==> config.mk <==
export PLATFORM = sky130hd
export DESIGN_NAME = regfile_writeback_flat
export DESIGN_NICKNAME = d
export VERILOG_FILES = /design/src/rtl/regfile_writeback_if.sv /design/src/rtl/regfile_writeback.sv /design/src/flat_wrapper.sv
export SDC_FILE = /design/constraint.sdc
export NUM_CORES = 2
export LEC_CHECK = 0
export ABC_AREA = 1
export BUFFER_PORTS_ARGS = -buffer_cell sky130_fd_sc_hd__buf_4
export CELL_PAD_IN_SITES_DETAIL_PLACEMENT = 2
export CELL_PAD_IN_SITES_GLOBAL_PLACEMENT = 2
export CORE_ASPECT_RATIO = 1.1
export CORE_MARGIN = 3
export CORE_UTILIZATION = 30
export CTS_CLUSTER_DIAMETER = 60
export CTS_CLUSTER_SIZE = 25
export DETAILED_ROUTE_END_ITERATION = 12
export PLACE_DENSITY = 0.76
export SLEW_MARGIN = 20
export SYNTH_ARGS = -nofsm -noshare
export SYNTH_HDL_FRONTEND = slang
export SYNTH_SLANG_ARGS = --single-unit
==> constraint.sdc <==
create_clock -name clk -period 5.15 [get_ports clk]
set_input_delay 0.7725 -clock clk [delete_from_list [all_inputs] [get_ports clk]]
set_output_delay 0.7725 -clock clk [all_outputs]
set_load 0.03 [all_outputs]
==> src/rtl/regfile_writeback_if.sv <==
// Writeback bundle and Decode read ports for the architectural register file.
// The master drives the W-stage bundle and read addresses; the slave is the register file.
interface regfile_writeback_if #(
    parameter int unsigned word_width = 32
);
    logic                  RegWriteW;
    logic [1:0]            ResultSrcW;
    logic [word_width-1:0] ALUResultW;
    logic [word_width-1:0] ReadDataW;
    logic [word_width-1:0] PCPlus4W;
    logic [4:0]            RdW;
    logic [4:0]            A1D;
    logic [4:0]            A2D;
    logic [word_width-1:0] RD1D;
    logic [word_width-1:0] RD2D;
    logic [word_width-1:0] ResultW;
    logic                  WriteActiveW;

    modport master (
        output RegWriteW, ResultSrcW, ALUResultW, ReadDataW, PCPlus4W, RdW, A1D, A2D,
        input  RD1D, RD2D, ResultW, WriteActiveW
    );

    modport slave (
        input  RegWriteW, ResultSrcW, ALUResultW, ReadDataW, PCPlus4W, RdW, A1D, A2D,
        output RD1D, RD2D, ResultW, WriteActiveW
    );
endinterface

==> src/rtl/regfile_writeback.sv <==
// RV32I register file x1-x31 with writeback result select and same-cycle
// write-to-read bypass on both Decode read ports.
module regfile_writeback #(
    parameter int unsigned word_width = 32
) (
    input logic               clk,
    input logic               reset,
    regfile_writeback_if.slave wb
);
    logic [word_width-1:0] regs_q [1:31];
    logic                  write_active;
    logic                  hit1;
    logic                  hit2;

    always_comb begin
        unique case (wb.ResultSrcW)
            2'b01:   wb.ResultW = wb.ReadDataW;
            2'b10:   wb.ResultW = wb.PCPlus4W;
            default: wb.ResultW = wb.ALUResultW;
        endcase
    end

    assign write_active    = wb.RegWriteW && (wb.RdW != 5'd0) && !reset;
    assign wb.WriteActiveW = write_active;

    // Bypass compare uses only control/address signals, keeping it off the data path.
    assign hit1 = write_active && (wb.A1D == wb.RdW);
    assign hit2 = write_active && (wb.A2D == wb.RdW);

    always_comb begin
        wb.RD1D = '0;
        if (reset || wb.A1D == 5'd0) begin
            wb.RD1D = '0;
        end else if (hit1) begin
            wb.RD1D = wb.ResultW;
        end else begin
            wb.RD1D = regs_q[wb.A1D];
        end
    end

    always_comb begin
        wb.RD2D = '0;
        if (reset || wb.A2D == 5'd0) begin
            wb.RD2D = '0;
        end else if (hit2) begin
            wb.RD2D = wb.ResultW;
        end else begin
            wb.RD2D = regs_q[wb.A2D];
        end
    end

    always_ff @(posedge clk) begin
        if (reset) begin
            for (int i = 1; i < 32; i++) begin
                regs_q[i] <= '0;
            end
        end else if (write_active) begin
            regs_q[wb.RdW] <= wb.ResultW;
        end
    end
endmodule

==> src/flat_wrapper.sv <==
// flat-port wrapper written by rule: the top's interface ports become plain ports
module regfile_writeback_flat 
#(
    parameter int unsigned word_width = 32
)
  (clk, reset, wb_RegWriteW, wb_ResultSrcW, wb_ALUResultW, wb_ReadDataW, wb_PCPlus4W, wb_RdW, wb_A1D, wb_A2D, wb_RD1D, wb_RD2D, wb_ResultW, wb_WriteActiveW);
  regfile_writeback_if #(.word_width(word_width)) wb_i ();
  input logic clk;
  input logic reset;
  input wire logic [$bits(wb_i.RegWriteW)-1:0] wb_RegWriteW;
  input wire logic [$bits(wb_i.ResultSrcW)-1:0] wb_ResultSrcW;
  input wire logic [$bits(wb_i.ALUResultW)-1:0] wb_ALUResultW;
  input wire logic [$bits(wb_i.ReadDataW)-1:0] wb_ReadDataW;
  input wire logic [$bits(wb_i.PCPlus4W)-1:0] wb_PCPlus4W;
  input wire logic [$bits(wb_i.RdW)-1:0] wb_RdW;
  input wire logic [$bits(wb_i.A1D)-1:0] wb_A1D;
  input wire logic [$bits(wb_i.A2D)-1:0] wb_A2D;
  output wire logic [$bits(wb_i.RD1D)-1:0] wb_RD1D;
  output wire logic [$bits(wb_i.RD2D)-1:0] wb_RD2D;
  output wire logic [$bits(wb_i.ResultW)-1:0] wb_ResultW;
  output wire logic [$bits(wb_i.WriteActiveW)-1:0] wb_WriteActiveW;
  assign wb_i.RegWriteW = wb_RegWriteW;
  assign wb_i.ResultSrcW = wb_ResultSrcW;
  assign wb_i.ALUResultW = wb_ALUResultW;
  assign wb_i.ReadDataW = wb_ReadDataW;
  assign wb_i.PCPlus4W = wb_PCPlus4W;
  assign wb_i.RdW = wb_RdW;
  assign wb_i.A1D = wb_A1D;
  assign wb_i.A2D = wb_A2D;
  assign wb_RD1D = wb_i.RD1D;
  assign wb_RD2D = wb_i.RD2D;
  assign wb_ResultW = wb_i.ResultW;
  assign wb_WriteActiveW = wb_i.WriteActiveW;
  regfile_writeback #(.word_width(word_width)) u_core (.clk(clk), .reset(reset), .wb(wb_i));
endmodule
==> flow_metrics.env <==
export IMPL_cts_buffers=109
export IMPL_setup_violations=0
export IMPL_p_int_w=0.01528
export IMPL_htreeDepth=3
export IMPL_crit_path_end_kind="output pin"
export IMPL_drc=0
export IMPL_period_needed_ps=4514
export IMPL_leakage_nw=30.28
export IMPL_final_antenna_net_count=0
export IMPL_crit_required_ps=4380
export IMPL_switching_share_pct=33.34
export IMPL_synth_flop_cell="edfxtp_1"
export IMPL_synth_top_cells_by_area="edfxtp_1 (52%), nand2_1 (21%), nor2_1 (7.8%), nand3_1 (7.4%), inv_1 (3.0%)"
export IMPL_criticalPathCategory="primary input to output pin"
export IMPL_yosys_warnings=0
export IMPL_grt_overflow_total=0
export IMPL_syn_cell_area_sq_um=59310
export IMPL_first_global_vias=64880
export IMPL_clk_pin_slew_ps=80
export IMPL_tightestPinTransition_ps=1162
export IMPL_root_buffer="clkbuf_16"
export IMPL_post_cts_buffers=0
export IMPL_largest_register="u_core.regs_q"
export IMPL_worstSetupStartpointType="primary input"
export IMPL_p_clk_share_pct=38.5
export IMPL_postCtsResizedCells=0
export IMPL_peakVddDrop_uv=263.3
export IMPL_synthDistinctLibCells=22
export IMPL_ys_ff_latch=1024
export IMPL_synth_most_common_cell="nand2_1"
export IMPL_synth_common_cells="nand2_1 (3,335), nor2_1 (1,234), edfxtp_1 (1,024)"
export IMPL_multi_input_area_sq_um=24820
export IMPL_timing_hold_ws_ps=385.4
export IMPL_pwr_share_comb_pct=18.5
export IMPL_cts_tree="yes"
export IMPL_netlist_instances=8102
export IMPL_cts_path_max_buffers=3
export IMPL_period_share_pct=87.65
export IMPL_finalWorstSetupSlack_ps=636.2
export IMPL_min_path_type="primary input to flip-flop"
export IMPL_slew_violations=0
export IMPL_port_buffers=212
export IMPL_seq_power_share_pct=43.0
export IMPL_avgSynthCellArea_sq_um=7.320
export IMPL_dpl_hpwl_microns=185300
export IMPL_largest_reg_flops=1024
export IMPL_synth_seq_area_share_pct=51.85
export IMPL_drive_gt1_share_pct=9.097
export IMPL_chipWidth_microns=429.9
export IMPL_area_growth_pct=15.53
export IMPL_vias_per_cell=5.616
export IMPL_synth_top_area_cell="edfxtp_1"
export IMPL_timing_final_hold_violations=0
export IMPL_critPathArrivalTime_ps=3740
export IMPL_dieArea_sq_um=203100
export IMPL_endpoint="wb_RD1D[3]"
export IMPL_routed_via_count=60139
export IMPL_switchingPower_w=0.007642
export IMPL_routedWlPerCell_microns=29.29
export IMPL_grt_pass1_wl_microns=446800
export IMPL_io_pins=213
export IMPL_fin_nets=8148
export IMPL_seq_area_sq_um=30750
export IMPL_clock_sinks=1024
export IMPL_largest_registers="u_core.regs_q x1024"
export IMPL_gp_congestion=0.9054
export IMPL_dp_slack_ps=760.7
export IMPL_rsz0062_at_grt="false"
export IMPL_fillCellCount=22665
export IMPL_path_max_fanout=28
export IMPL_first_pass_iters=6
export IMPL_wirelength_microns=313700
export IMPL_async_flop_share_pct=0
export IMPL_cellPowerDensity_nw_per_um2=334.5
export IMPL_drtIter0Drc=5836
export IMPL_hold_buffers=0
export IMPL_synth_edff_count=1024
export IMPL_grt_use_total_pct=30.01
export IMPL_fmax_mhz=221.5
export IMPL_start_util_pct=30.28
export IMPL_rows=170
export IMPL_critPathLaunch="wb_A1D[2]"
export IMPL_synth_top_area_share_pct=51.85
export IMPL_setup_tns_ps=0
export IMPL_core_area_sq_um=195900
export IMPL_slew_headroom_pct=22.24
export IMPL_antenna_found_initial=12
export IMPL_cap_violations=0
export IMPL_totalPowerFinal_w=0.02292
export IMPL_grt_max_degree=121
export IMPL_die_y_microns=472.3
export IMPL_outcome="completed"
==> power by group through the flow <==
stage / clock network, W / logic (W) / registers (W)
after floorplan: 0 / 0.00219 / 0.00995
after global placement: 0 / 0.00397 / 0.00998
after detailed placement: 0 / 0.00412 / 0.0100
after CTS: 0.00891 / 0.00415 / 0.00984
after global routing: 0.00921 / 0.00450 / 0.00989
final: 0.00882 / 0.00425 / 0.00985
==> layout make-up <==
class,count,share of cell area [%]
Antenna cell,5,0.01826
Sequential cell,1024,44.88
Multi-Input combinational cell,5985,36.22
Clock inverter,92,1.654
Timing Repair Buffer,425,5.781
Clock buffer,113,4.034
Tap cell,2580,4.711
Inverter,485,2.703
==> per-layer routing <==
layer	part of all wire [%]	track usage (%)	up-vias
met5	0.015	0	-
li1	-	-	25621
met2	48	51.67	2585
met3	6.9	4.504	930
met4	6.5	17.43	8
met1	39	35.54	30995
==> cell families after synthesis <==
family	share of synthesized area (%)
adders and majority gates	0.04219
buffers and inverters	7.438
other	0.006323
AOI/OAI and AO/OA	4.065
DFF	51.85
and+or+nand+nor	36.57
xor gates and xnor gates	0.02954
==> stage by stage <==
stage	instance area [sq um]	cells	util, %
6_report	68520	10709	34.98
3_5_place_dp	64530	10496	32.94
5_1_grt	68510	10707	34.97
2_1_floorplan	59430	8133	-
3_3_place_gp	64420	10492	32.88
4_1_cts	68420	10701	34.93
==> worst min path at each step <==
stage / depth (start not counted) / slack [ps] / end / from
2_1_floorplan: 2 / 1100 / u_core.regs_q[1][31] / wb_ALUResultW[31]
3_3_place_gp: 3 / 1170 / u_core.regs_q[0][16] / wb_ALUResultW[16]
3_5_place_dp: 3 / 1180 / u_core.regs_q[0][16] / wb_ALUResultW[16]
4_1_cts: 3 / 360 / u_core.regs_q[0][16] / wb_ALUResultW[16]
5_1_grt: 3 / 380 / u_core.regs_q[0][16] / wb_ALUResultW[16]
6_report: 3 / 390 / u_core.regs_q[0][16] / wb_ALUResultW[16]
==> critical path: stages <==
cell     delay (ps)
buf_6           330
inv_1           170
nand2_4         620
buf_4           440
nor2_1          110
nor2_1          120
nand2_1         100
nand3_1         170
nand2_1          80
a21oi_1         470
buf_4           270
==> cells in the final DEF, fill, tap and decap left out, types with 10 or more instances in the layout <==
cell       instances
inv_1            474
buf_4            364
clkbuf_16        110
clkinv_8          13
bufinv_16         10
o21ai_0          126
nand2_1         3273
a21oi_1          316
nand3_1          881
nor2_1          1230
inv_8             21
nand2_2           60
clkinv_4          10
buf_12            48
o21ai_4           30
edfxtp_1        1024
inv_6             23
conb_1            32
Power figures use the tool's default switching activity.
